==> config.mk <==
export PLATFORM = sky130hd
export DESIGN_NAME = qr_row_feeder_flat
export DESIGN_NICKNAME = d
export VERILOG_FILES = /design/src/rtl/qr_row_feeder_if.sv /design/src/rtl/qr_row_feeder.sv /design/src/flat_wrapper.sv
export SDC_FILE = /design/constraint.sdc
export NUM_CORES = 1
export LEC_CHECK = 0
export BUFFER_PORTS_ARGS = -buffer_cell sky130_fd_sc_hd__buf_2
export CELL_PAD_IN_SITES_DETAIL_PLACEMENT = 0
export CELL_PAD_IN_SITES_GLOBAL_PLACEMENT = 1
export CORE_ASPECT_RATIO = 1.2
export CORE_MARGIN = 10
export CORE_UTILIZATION = 48
export DETAILED_ROUTE_END_ITERATION = 10
export PLACE_DENSITY = 0.81
export REMOVE_ABC_BUFFERS = 1
export SKIP_CTS_REPAIR_TIMING = 1
export SLEW_MARGIN = 20
export SYNTH_ARGS = -nofsm -noshare
export SYNTH_HDL_FRONTEND = slang
export SYNTH_SLANG_ARGS = --single-unit
export TNS_END_PERCENT = 5
==> constraint.sdc <==
create_clock -name clk -period 6.58 [get_ports clk]
set_input_delay 0.329 -clock clk [delete_from_list [all_inputs] [get_ports clk]]
set_output_delay 0.329 -clock clk [all_outputs]
set_load 0.02 [all_outputs]
==> src/rtl/qr_row_feeder_if.sv <==
// Row stream from the upstream producer into qr_row_feeder.
// One beat carries a whole matrix row: four DW-bit lanes packed A (LSBs) to D.
interface qr_row_feeder_if #(
    parameter int DW = 13
);
    logic            s_valid;
    logic            s_ready;
    logic [4*DW-1:0] s_data;
    logic            s_last;

    modport master (
        output s_valid,
        output s_data,
        output s_last,
        input  s_ready
    );

    modport slave (
        input  s_valid,
        input  s_data,
        input  s_last,
        output s_ready
    );
endinterface

==> src/rtl/qr_row_feeder.sv <==
// Buffers one matrix of rows, clears the Givens QR array, streams the rows
// (zero-padded to at least four) onto its lanes, then waits for completion.
module qr_row_feeder #(
    parameter int DW       = 13,
    parameter int ROWS_MAX = 8
) (
    input  logic                 clk,
    input  logic                 reset,
    qr_row_feeder_if.slave       s_if,
    output logic                 o_qr_rst_n,
    output logic [DW-1:0]        o_data_outA,
    output logic [DW-1:0]        o_data_outB,
    output logic [DW-1:0]        o_data_outC,
    output logic [DW-1:0]        o_data_outD,
    output logic                 o_last_end,
    input  logic                 i_finish_in,
    output logic                 o_busy,
    output logic                 o_done,
    output logic                 o_ovf
);

    localparam int CW = $clog2(ROWS_MAX + 1);
    localparam int IW = $clog2(ROWS_MAX);
    localparam int RW = 4 * DW;

    localparam logic [CW-1:0] C_ONE  = CW'(1);
    localparam logic [CW-1:0] C_FOUR = CW'(4);
    localparam logic [CW-1:0] C_MAX  = CW'(ROWS_MAX);

    typedef enum logic [2:0] {
        S_IDLE,
        S_LOAD,
        S_CLR,
        S_FEED,
        S_WAIT
    } state_t;

    state_t          r_state;
    logic [CW-1:0]   r_count;
    logic [CW-1:0]   r_idx;
    logic            r_clrCnt;
    logic [1:0]      r_waitCnt;
    logic            r_qrRstN;
    logic [RW-1:0]   r_lanes;
    logic            r_lastEnd;
    logic            r_busy;
    logic            r_done;
    logic            r_ovf;
    logic [RW-1:0]   r_mem [ROWS_MAX];

    state_t          w_stateNext;
    logic [CW-1:0]   w_countNext;
    logic [CW-1:0]   w_countPlus;
    logic [CW-1:0]   w_idxNext;
    logic            w_clrCntNext;
    logic [1:0]      w_waitCntNext;
    logic            w_qrRstNNext;
    logic [RW-1:0]   w_lanesNext;
    logic            w_lastEndNext;
    logic            w_doneNext;
    logic            w_ovfNext;
    logic            w_emit;
    logic            w_accept;
    logic            w_loading;
    logic [CW-1:0]   w_nOut;
    logic [RW-1:0]   w_feedRow;

    // s_ready is the only combinational output; it is forced low while in reset.
    assign w_loading   = (r_state == S_IDLE) || (r_state == S_LOAD);
    assign s_if.s_ready = reset && w_loading && (r_count < C_MAX);
    assign w_accept    = s_if.s_valid && s_if.s_ready;
    assign w_countPlus = r_count + C_ONE;

    // Short matrices are padded with zero rows so the array always sees four.
    assign w_nOut    = (r_count < C_FOUR) ? C_FOUR : r_count;
    assign w_feedRow = (r_idx < r_count) ? r_mem[r_idx[IW-1:0]] : '0;

    always_ff @(posedge clk) begin
        if (w_accept) begin
            r_mem[r_count[IW-1:0]] <= s_if.s_data;
        end
    end

    always_comb begin
        w_stateNext   = r_state;
        w_countNext   = r_count;
        w_idxNext     = r_idx;
        w_clrCntNext  = r_clrCnt;
        w_waitCntNext = r_waitCnt;
        w_qrRstNNext  = 1'b1;
        w_lanesNext   = '0;
        w_lastEndNext = 1'b0;
        w_doneNext    = 1'b0;
        w_ovfNext     = r_ovf;
        w_emit        = 1'b0;

        case (r_state)
            S_IDLE, S_LOAD: begin
                if (w_accept) begin
                    w_countNext = w_countPlus;
                    if (s_if.s_last || (w_countPlus == C_MAX)) begin
                        w_stateNext  = S_CLR;
                        w_qrRstNNext = 1'b0;
                        w_clrCntNext = 1'b0;
                        w_idxNext    = '0;
                        if (!s_if.s_last) begin
                            w_ovfNext = 1'b1;
                        end
                    end else begin
                        w_stateNext = S_LOAD;
                    end
                end
            end

            S_CLR: begin
                if (!r_clrCnt) begin
                    w_clrCntNext = 1'b1;
                    w_qrRstNNext = 1'b0;
                end else begin
                    w_stateNext = S_FEED;
                    w_emit      = 1'b1;
                end
            end

            S_FEED: begin
                if (r_idx == w_nOut) begin
                    w_stateNext   = S_WAIT;
                    w_waitCntNext = 2'd0;
                end else begin
                    w_emit = 1'b1;
                end
            end

            S_WAIT: begin
                // The array's finish flag may still be stale from the previous
                // matrix for a couple of cycles, so it is masked at first.
                if (r_waitCnt != 2'd2) begin
                    w_waitCntNext = r_waitCnt + 2'd1;
                end else if (i_finish_in) begin
                    w_doneNext  = 1'b1;
                    w_countNext = '0;
                    w_stateNext = S_IDLE;
                end
            end

            default: begin
                w_stateNext = S_IDLE;
            end
        endcase

        if (w_emit) begin
            w_lanesNext   = w_feedRow;
            w_lastEndNext = (r_idx == (w_nOut - C_ONE));
            w_idxNext     = r_idx + C_ONE;
        end
    end

    always_ff @(posedge clk or negedge reset) begin
        if (!reset) begin
            r_state   <= S_IDLE;
            r_count   <= '0;
            r_idx     <= '0;
            r_clrCnt  <= 1'b0;
            r_waitCnt <= 2'd0;
            r_qrRstN  <= 1'b1;
            r_lanes   <= '0;
            r_lastEnd <= 1'b0;
            r_busy    <= 1'b0;
            r_done    <= 1'b0;
            r_ovf     <= 1'b0;
        end else begin
            r_state   <= w_stateNext;
            r_count   <= w_countNext;
            r_idx     <= w_idxNext;
            r_clrCnt  <= w_clrCntNext;
            r_waitCnt <= w_waitCntNext;
            r_qrRstN  <= w_qrRstNNext;
            r_lanes   <= w_lanesNext;
            r_lastEnd <= w_lastEndNext;
            r_busy    <= (w_stateNext != S_IDLE);
            r_done    <= w_doneNext;
            r_ovf     <= w_ovfNext;
        end
    end

    assign o_qr_rst_n  = r_qrRstN;
    assign o_data_outA = r_lanes[DW-1:0];
    assign o_data_outB = r_lanes[2*DW-1:DW];
    assign o_data_outC = r_lanes[3*DW-1:2*DW];
    assign o_data_outD = r_lanes[4*DW-1:3*DW];
    assign o_last_end  = r_lastEnd;
    assign o_busy      = r_busy;
    assign o_done      = r_done;
    assign o_ovf       = r_ovf;

endmodule

==> src/flat_wrapper.sv <==
// flat-port wrapper written by rule: the top's interface ports become plain ports
module qr_row_feeder_flat 
#(
    parameter int DW       = 13,
    parameter int ROWS_MAX = 8
)
  (clk, reset, o_qr_rst_n, o_data_outA, o_data_outB, o_data_outC, o_data_outD, o_last_end, i_finish_in, o_busy, o_done, o_ovf, s_if_s_valid, s_if_s_data, s_if_s_last, s_if_s_ready);
  qr_row_feeder_if #(.DW(DW)) s_if_i ();
  input  logic clk;
  input  logic reset;
  output logic o_qr_rst_n;
  output logic [DW-1:0] o_data_outA;
  output logic [DW-1:0] o_data_outB;
  output logic [DW-1:0] o_data_outC;
  output logic [DW-1:0] o_data_outD;
  output logic o_last_end;
  input  logic i_finish_in;
  output logic o_busy;
  output logic o_done;
  output logic o_ovf;
  input wire logic [$bits(s_if_i.s_valid)-1:0] s_if_s_valid;
  input wire logic [$bits(s_if_i.s_data)-1:0] s_if_s_data;
  input wire logic [$bits(s_if_i.s_last)-1:0] s_if_s_last;
  output wire logic [$bits(s_if_i.s_ready)-1:0] s_if_s_ready;
  assign s_if_i.s_valid = s_if_s_valid;
  assign s_if_i.s_data = s_if_s_data;
  assign s_if_i.s_last = s_if_s_last;
  assign s_if_s_ready = s_if_i.s_ready;
  qr_row_feeder #(.DW(DW), .ROWS_MAX(ROWS_MAX)) u_core (.clk(clk), .reset(reset), .s_if(s_if_i), .o_qr_rst_n(o_qr_rst_n), .o_data_outA(o_data_outA), .o_data_outB(o_data_outB), .o_data_outC(o_data_outC), .o_data_outD(o_data_outD), .o_last_end(o_last_end), .i_finish_in(i_finish_in), .o_busy(o_busy), .o_done(o_done), .o_ovf(o_ovf));
endmodule
# Word level (Yosys, flattened, before mapping)
# Memories as Yosys holds them, arrays and structs flattened.
# Index checks and enable logic that the tools add are counted.
# op_classes
n_lt_le_gt_ge,3
eq_ne,14
bitwise,1
reduce_logical,19
muxes,36
n_addsub,4
# ops
cell,n
$mux 52,2
$mux 4,8
$mux 3,5
$mux 1,12
$pmux 3 s4,1
$reduce_bool 2->1,6
$reduce_and 3->1,3
$add 4x1->4 const B,2
$eq 4x4->1,2
$ne 2x1->1 const B,4
$pmux 4 s2,1
$reduce_and 4->1,2
$eq 3x2->1 const B,2
$mux 2,3
$ne 2x2->1 const B,3
$pmux 1 s2,3
$eq 4x4->1 const B,1
$lt 4x3->1 const B,1
$lt 4x4->1,1
$lt 4x4->1 const B,1
$pmux 2 s2,1
$sub 4x1->4 const B,1
$eq 3x1->1 const B,1
$eq 3x3->1 const B,1
other kinds (7),10
# totals
mem_bits_rw,416
in_bits,57
ff_bits,71
memories,1
wordCells,89
out_inout_bits,58
# mem_list
name,words,word_bits,rd,rd_ports_with_merged_regs,write_ports,line_no,source
u_core.r_mem,8,52,1,0,1,qr_row_feeder.sv:49,logic [RW-1:0] r_mem [ROWS_MAX];

# Depth between registers and ports, before layout
# Gate-level depths: netlist (run 1).
# depth
depth_word,8
ltp_mapped,9
depth_no_buf,6

# Worst setup path after synthesis (run 1)
# Ideal clock, no wire load.
# synth_timing
kind,flip-flop to flip-flop
startpoint,register u_core.r_state[2]
endpoint,"memory u_core.r_mem[0][0] (netlist name), enable pin"
path_buffers,2
setup_ns,0.591
stages_incl_launch_ff,6
path_slack_ns,-0.828
t_arrival_ns,6.817
required_ns,5.989
period_less_slack_ns,7.408
cell_sequence,dfrtp_1 clkbuf_1 nor4b_1 nand2_1 clkbuf_1 nor4_1
# synth_via
elab_chain_cells,7
elab_cells_between_ends,8
# synth_lines
element,line_no,source
start: declaration,qr_row_feeder.sv:38,state_t r_state;
start signal: assignment,qr_row_feeder.sv:172,r_state <= w_stateNext;
$eq 3x1->1 or $logic_not 3->1 (tied branches),qr_row_feeder.sv:69,assign w_loading = (r_state == S_IDLE) || (r_state == S_LOAD);
$logic_or 1x1->1 *,qr_row_feeder.sv:69,
$logic_and 1x1->1 * (2 in a row),qr_row_feeder.sv:70,assign s_if.s_ready = reset && w_loading && (r_count < C_MAX);
named net s_if_s_ready,flat_wrapper.sv:24,output wire logic [$bits(s_if_i.s_ready)-1:0] s_if_s_ready;
$logic_and 1x1->1 *,qr_row_feeder.sv:71,assign w_accept = s_if.s_valid && s_if.s_ready;
$mux 1 *,qr_row_feeder.sv:79,if (w_accept) begin
$mux 1 (not written as such) *,qr_row_feeder.sv:80,r_mem[r_count[IW-1:0]] <= s_if.s_data;
end: declaration,qr_row_feeder.sv:49,
# Mark *: on every way through the listed nets, which the timed path passes. The rest lies on a longest branch.

# Worst setup path in the final report (run 1)
# layout_timing
startpoint,register u_core.r_idx[2]
endpoint,register u_core.r_lanes[34]
# layout_via
elab_chain_cells,4
elab_cells_between_ends,7
# layout_lines
element,line_no,source
start: declaration,qr_row_feeder.sv:40,logic [CW-1:0] r_idx;
start signal: assignment,qr_row_feeder.sv:174,r_idx <= w_idxNext;
$eq 4x4->1,qr_row_feeder.sv:126,if (r_idx == w_nOut) begin
$mux 1,qr_row_feeder.sv:126,
$pmux 1 s2,qr_row_feeder.sv:97,case (r_state)
$mux 52 *,qr_row_feeder.sv:151,if (w_emit) begin
named net u_core.w_lanesNext[34],qr_row_feeder.sv:58,logic [RW-1:0] w_lanesNext;
end signal: assignment,qr_row_feeder.sv:178,r_lanes <= w_lanesNext;
end: declaration,qr_row_feeder.sv:44,logic [RW-1:0] r_lanes;
# Marked as above.
# A chain may end at the register's enable or synchronous reset.

==> results of run 1 <==
-- cells by family (layout without fill, tap and decap cells) --
logic type	after synthesis	in the layout	share of synthesized area, %
flops	487	487	77.1
other cells	0	4	0
mux	157	157	15.5
buf+inv	49	218	1.49
fa+ha+maj	7	7	0.473
xor+xnor	9	9	0.426
compound gates	35	35	1.41
simple gates	100	100	3.54
-- state kept, by name, indices dropped and copies added, names as in the netlist, 2 cells and up --
name	cells
u_core.r_count	4
u_core.r_idx	4
u_core.r_lanes	52
u_core.r_mem	416
u_core.r_state	3
u_core.r_waitCnt	2
-- metrics by stage --
step	instances	util, %
final	1497	55.3
after global routing	1495	55.3
after CTS	1492	55.3
after detailed placement	1410	51.6
after global placement	1410	51.6
after floorplan	802	-
-- power groups by stage --
stage | sequential, mW | combinational, mW | clock (mW)
2_1_floorplan | 3.42 | 0.00649 | 0
3_3_place_gp | 3.42 | 0.0593 | 0
3_5_place_dp | 3.42 | 0.0642 | 0
4_1_cts | 3.35 | 0.0643 | 2.52
5_1_grt | 3.35 | 0.0722 | 2.64
6_report | 3.35 | 0.0634 | 2.46
-- metal layers --
| layer | GRT usage [%] | vias to the layer above | part of all wire, % |
|---|---|---|---|
| met5 | 0 | - | 0.16 |
| met4 | 4.69 | 10 | 1.8 |
| met3 | 3.06 | 56 | 5.7 |
| met2 | 25.4 | 239 | 51 |
| met1 | 20.6 | 4437 | 42 |
| li1 | - | 3685 | - |
-- critical path, stage by stage, from the launching register on --
cell and delay, ns:
dfrtp_4 0.97, inv_1 0.17, a2111oi_2 0.40, o211a_4 0.25, a2111o_2 0.71, buf_4 0.74
nor2_1 0.12
-- area by class of cell --
| class | count | area, um^2 |
|---|---|---|
| fill | 2764 | 17000 |
| sequential | 487 | 14300 |
| multi-input combinational | 308 | 4010 |
| clock buffer | 53 | 1180 |
| timing repair buffer | 129 | 692 |
| tap | 480 | 601 |
| clock inverter | 29 | 221 |
| inverter | 7 | 26.3 |
| antenna | 4 | 10.0 |
-- worst paths after layout --
| kind | slack (ns) | cells after the start | from | to |
|---|---|---|---|---|
| max | 3.04 | 6 | u_core.r_idx[2]$_DFFE_PN0P_ | u_core.r_lanes[34]$_DFF_PN0_ |
| min | 0.05 | 1 | s_if_s_data[12] | u_core.r_mem[7][12]$_DFFE_PP_ |
| max reg2reg | 3.04 | 6 | u_core.r_idx[2]$_DFFE_PN0P_ | u_core.r_lanes[34]$_DFF_PN0_ |
| min reg2reg | 0.47 | 1 | u_core.o_ovf$_DFFE_PN0P_ | u_core.o_ovf$_DFFE_PN0P_ |
| max in group asynchronous | 5.22 | 3 | reset | u_core.r_idx[2]$_DFFE_PN0P_ |
| min in group asynchronous | 0.23 | 2 | reset | u_core.r_lanes[19]$_DFF_PN0_ |
-- synth_stat cells (2+ instances only) --
| master | count |
|---|---|
| edfxtp_1 | 416 |
| mux4_2 | 104 |
| dfrtp_1 | 70 |
| mux2i_1 | 53 |
| nor2_1 | 30 |
| nor2_4 | 30 |
| clkbuf_1 | 18 |
| buf_2 | 14 |
| nand2_1 | 14 |
| o21ai_0 | 8 |
| ha_1 | 7 |
| inv_1 | 7 |
| nor3_1 | 7 |
| a21o_1 | 5 |
| nand3_1 | 5 |
| o211ai_1 | 5 |
| xor2_1 | 5 |
| nand2b_1 | 4 |
| xnor2_1 | 4 |
| buf_1 | 3 |
| buf_12 | 3 |
| buf_6 | 3 |
| a21oi_1 | 2 |
| a22o_1 | 2 |
| nor2_2 | 2 |
| nor4_1 | 2 |
| o21ai_1 | 2 |
| o31ai_1 | 2 |
==> key figures, run 1 <==
Outcome
  – Status: finished clean

Floorplan
  – Full die area: approximately 47,000 um^2
  – Starting density of the core: 48.7%
  – Die width: 199 um
  – FP Rows: 78
  – Core ar.: 38,000 um^2
  – Io pins: approximately 120
  – Die Y: 235 um

Routing
  – Drt pass-1 iters: 5
  – Post-DRT Antenna Nets: 0
  – WL final: 36.1 mm
  – WL per Instance: 24.1 um
  – Starting DRT DRC Count: slightly below 700
  – DRC: 0
  – Total number of vias: 8,427
  – Via-to-Cell Ratio: 5.63

Worst setup path
  – Worst Setup End Kind: register
  – Critical Path AT: 3.94 ns
  – Crit path kind: register to register
  – CP Max Fanout: between 50 and 60
  – Required time of the critical path: 6.98 ns
  – Setup crit start kind: register

Global routing
  – Vias in the first global route: 9,063
  – Tot GR Track Use: 15.5%
  – Initial antenna violation count: 8
  – Largest net degree at the start of global routing: 58
  – First-pass GRT wire length: 55.2 mm
  – Total global routing overflow: 0

Clock tree
  – Clock Path Buffers: 3
  – Root Driver: clkbuf_16
  – CTS tree: yes
  – H-tree Lvls: 2
  – Clock sink total: 487
  – Clk slew on worst S/H paths: approximately 0.070 ns
  – CTS Buf Count: between 40 and 50
  – Clk_lat worst skew: 0.54 ns

Timing
  – Max Slew Vio Count: 0
  – Hold Fails Final Rpt: 0
  – Crit path time final: about 3.5 ns
  – Final Skew: around 0.013 ns
  – Hold_ws: around 0.048 ns
  – F_max: 0.282 GHz
  – Fin worst setup slack: between 3 and 4 ns
  – Final setup fails: 0
  – Setup tns final: 0 ns
  – Worst slew pin tran: ~0.95 ns
  – Worst slew margin: 36.6%
  – Tcrit/Tclk final: roughly 54%
  – RSZ-0062 raised after global routing: false

Power
  – Pwr Density: 280 nW/um^2
  – Register share of total power: 57.0%
  – Peak supply drop: 0.166 mV
  – Static leakage: 7.60 nW
  – Sw Ratio: 19.0%
  – Clk network pwr share: between 40% and 50%
  – Tot Pwr: 5.88 mW
  – P_sw: 1.12 mW
  – Internal: 4.76 mW
  – Gate power share: 1.1%

Synthesis
  – Sequential fraction of the synthesis area: about 77%
  – Cells after Synth: roughly 840
  – Top post-synthesis cells by area: edfxtp_1 (68%), mux4_2 (13%), dfrtp_1 (9.5%)
  – Cell taking the most area after synthesis: edfxtp_1
  – Synthesized area per cell: 21.9 um^2
  – YS warnings: 0
  – Synth unique cells: 45
  – Synth top area share: between 60% and 70%
  – Post-Syn Area: around 19,000 um^2
  – Number of synthesized flops with an enable pin: 416
  – Commonest register cell after synthesis: edfxtp_1
  – Async SR Flop Fraction: 14.6%
  – Yosys reg bits: 487

Placed design
  – GP Congestion: 0.755
  – Port Buf Inserts: 114
  – Placed Area: a little under 20,000 um^2
  – HPWL after detailed placement: roughly 19 mm
  – Place WS: 2.94 ns

Final layout
  – Fin nets: 1,041
  – Area added between synthesis and finish: 13.6%
  – Most frequent cells in the layout: edfxtp_1 (416), buf_2 (113), mux4_2 (104)
  – Layout cells sized above 1: between 30% and 40%
  – Most common cell after layout, fill and taps aside: edfxtp_1
  – Finished Cell Area: 21,000 um^2

Job
  – MaxCap Viol Count: 0

Min path
  – Hold WC Path Type: primary input to register
(Power assumes the default switching activity.)
==> run 2: changes to the inputs <==
==> constraint.sdc (replaced) <==
create_clock -name clk -period 3.1 [get_ports clk]
set_input_delay 0.155 -clock clk [delete_from_list [all_inputs] [get_ports clk]]
set_output_delay 0.155 -clock clk [all_outputs]
set_load 0.02 [all_outputs]
==> run 2 against run 1 <==
Net effect: via count increased by 1.3%; flip-flop and latch count unchanged; sequential power is 110% higher; total power is 120% higher; critical path depth down 1; register-to-register slack lost 2.5 ns; critical path type unchanged; highest routed layer is now met4.
==> key figures, run 2 (synthesis gave the netlist of run 1 again) <==
Outcome
  – Status: finished clean

Power
  – P_sw: about 2.4 mW
  – Tot Pwr: about 13 mW
  – Pwr Density: 592 nW/um^2
  – Peak supply drop: 0.384 mV
  – Sw Ratio: 18.3%
  – Clk network pwr share: 43.7%
  – Internal: 10.6 mW
  – Gate power share: 1.5%
  – Static leakage: 7.95 nW
  – Register share of total power: 54.8%

Final layout
  – Finished Cell Area: about 22,000 um^2
  – Most frequent cells in the layout: edfxtp_1 (416), buf_2 (113), mux4_2 (104)
  – Max reg flops: 416
  – Fin nets: 1,102
  – Layout cells sized above 1: approximately a third
  – Area added between synthesis and finish: 18.4%
  – Filler instances: 2,712
  – Most common cell after layout, fill and taps aside: edfxtp_1
  – Multi-input logic area: between 4000 and 5000 um^2
  – Seq. cell area: approximately 14,000 um^2

Worst setup path
  – R2R Setup Slk: between 0.5 and 0.6 ns
  – FF-to-FF End: u_core.r_mem[6][39]$_DFFE_PP_
  – Setup crit start kind: register
  – Worst Setup End Kind: register
  – Critical path startpoint: u_core.r_count[3]$_DFFE_PN0P_
  – Cell depth of the worst flop-to-flop path: 5
  – Crit path kind: register to register
  – Required time of the critical path: 3.34 ns
  – CP Max Fanout: 26
  – R2r startpoint: u_core.r_count[3]$_DFFE_PN0P_
  – Critical Path AT: 2.80 ns

Placed design
  – Port Buf Inserts: 114
  – GP Congestion: 0.782
  – Placed Area: 19,800 um^2
  – HPWL after detailed placement: 19.6 mm

Floorplan
  – Full die area: 46,800 um^2
  – Starting density of the core: 48.7%
  – Die Y: 235 um
  – Io pins: around 120
  – Core ar.: about 38,000 um^2
  – FP Rows: 78
  – Die width: 199 um

Global routing
  – Most Crowded Layer GR: met2
  – Tot GR Track Use: 15.3%
  – Total global routing overflow: 0
  – M3 GR Usage: 3.31%
  – Met2 Use GR: 25.4%
  – Largest net degree at the start of global routing: 108
  – Vias in the first global route: 9,108
  – Met1 Usage GRT: 19.5%
  – First-pass GRT wire length: 54.5 mm
  – Initial antenna violation count: 2

Timing
  – Tcrit/Tclk final: approximately 83%
  – Max Slew Vio Count: 0
  – Worst slew margin: 42.8%
  – RSZ-0062 raised after global routing: false
  – Hold Fails Final Rpt: 0
  – Final Skew: 0.0110 ns
  – Worst slew pin tran: 0.858 ns
  – Crit path time final: 2.56 ns
  – F_max: 0.391 GHz
  – Setup tns final: 0 ns
  – Final setup fails: 0

Min path
  – Hold WC Path Type: primary input to asynchronous set/reset pin

Routing
  – Starting DRT DRC Count: about 600
  – DRC: 0
  – WL final: 35.4 mm
  – Post-DRT Antenna Nets: 0
  – WL per Instance: approximately 23 um
  – Via-to-Cell Ratio: 5.48
  – Drt pass-1 iters: 5
  – Total number of vias: approximately 8,500

Clock tree
  – H-tree Lvls: 2
  – Clk slew on worst S/H paths: 0.06 ns
  – Root Driver: clkbuf_16
  – CTS Buf Count: 45
  – Clock sink total: 487
  – Clock Path Buffers: 3
  – Clk_lat worst skew: 0.55 ns
  – CTS tree: yes

Job
  – MaxCap Viol Count: 0
[run 2: cell count changes in the layout (fill, tap and decap cells not counted), sizes merged]
cell         delta
dlygate4sd3    +54
diode           -2
clkbuf         +18
buf             +6
bufinv          +1
clkinv         -17
[run 2: worst max path at each step]
stage | end | cells after the start
after global placement | u_core.r_lanes[51]$_DFF_PN0_ | 7
after floorplan | u_core.r_mem[0][0]$_DFFE_PP_ | 3
after global routing | u_core.r_mem[0][11]$_DFFE_PP_ | 4
after detailed placement | u_core.r_mem[6][51]$_DFFE_PP_ | 5
after CTS | u_core.r_mem[6][39]$_DFFE_PP_ | 5
final | u_core.r_mem[6][39]$_DFFE_PP_ | 5
[run 2: critical path: stages, from the launching register on]
cell     delay [ns]
dfrtp_1        0.48
nor4b_1        0.53
and2_1         0.28
nand2_1        0.25
nor2_4         0.43
buf_12         0.27
[run 2: power groups by stage]
| stage | combinational (mW) | clock (mW) | sequential [mW] |
|---|---|---|---|
| after floorplan | 0.0138 | 0 | 7.26 |
| after global placement | 0.130 | 0 | 7.25 |
| after global routing | 0.221 | 6.04 | 7.11 |
| after CTS | 0.141 | 5.78 | 7.12 |
| after detailed placement | 0.142 | 0 | 7.25 |
| final | 0.197 | 5.67 | 7.12 |
[run 2: metal layers]
metal | up-vias | routed length, um
met1 | 4475 | 14700
met4 | 0 | 688
met3 | 46 | 1720
met2 | 212 | 18200
li1 | 3805 | -
met5 | - | 0
[run 2: metrics by stage]
stage | setup slack [ns] | std cells | hold WS, ns | util, %
2_1_floorplan | -4.31 | 802 | -0.141 | -
3_3_place_gp | 0.672 | 1416 | 0.0279 | 52.1
3_5_place_dp | 0.560 | 1416 | 0.0343 | 52.1
4_1_cts | 0.536 | 1500 | -0.549 | 56.2
5_1_grt | 0.360 | 1557 | 0.0466 | 57.7
6_report | 0.541 | 1557 | 0.0253 | 57.7
[run 2: final cells by class]
| cell class | instances | area share (%) |
|---|---|---|
| clock buffer | 71 | 6.33 |
| tap | 480 | 2.74 |
| timing repair buffer | 189 | 6.50 |
| sequential | 487 | 65.2 |
| antenna | 2 | 0.0228 |
| multi-input combinational | 308 | 18.3 |
| inverter | 7 | 0.120 |
| clock inverter | 13 | 0.817 |
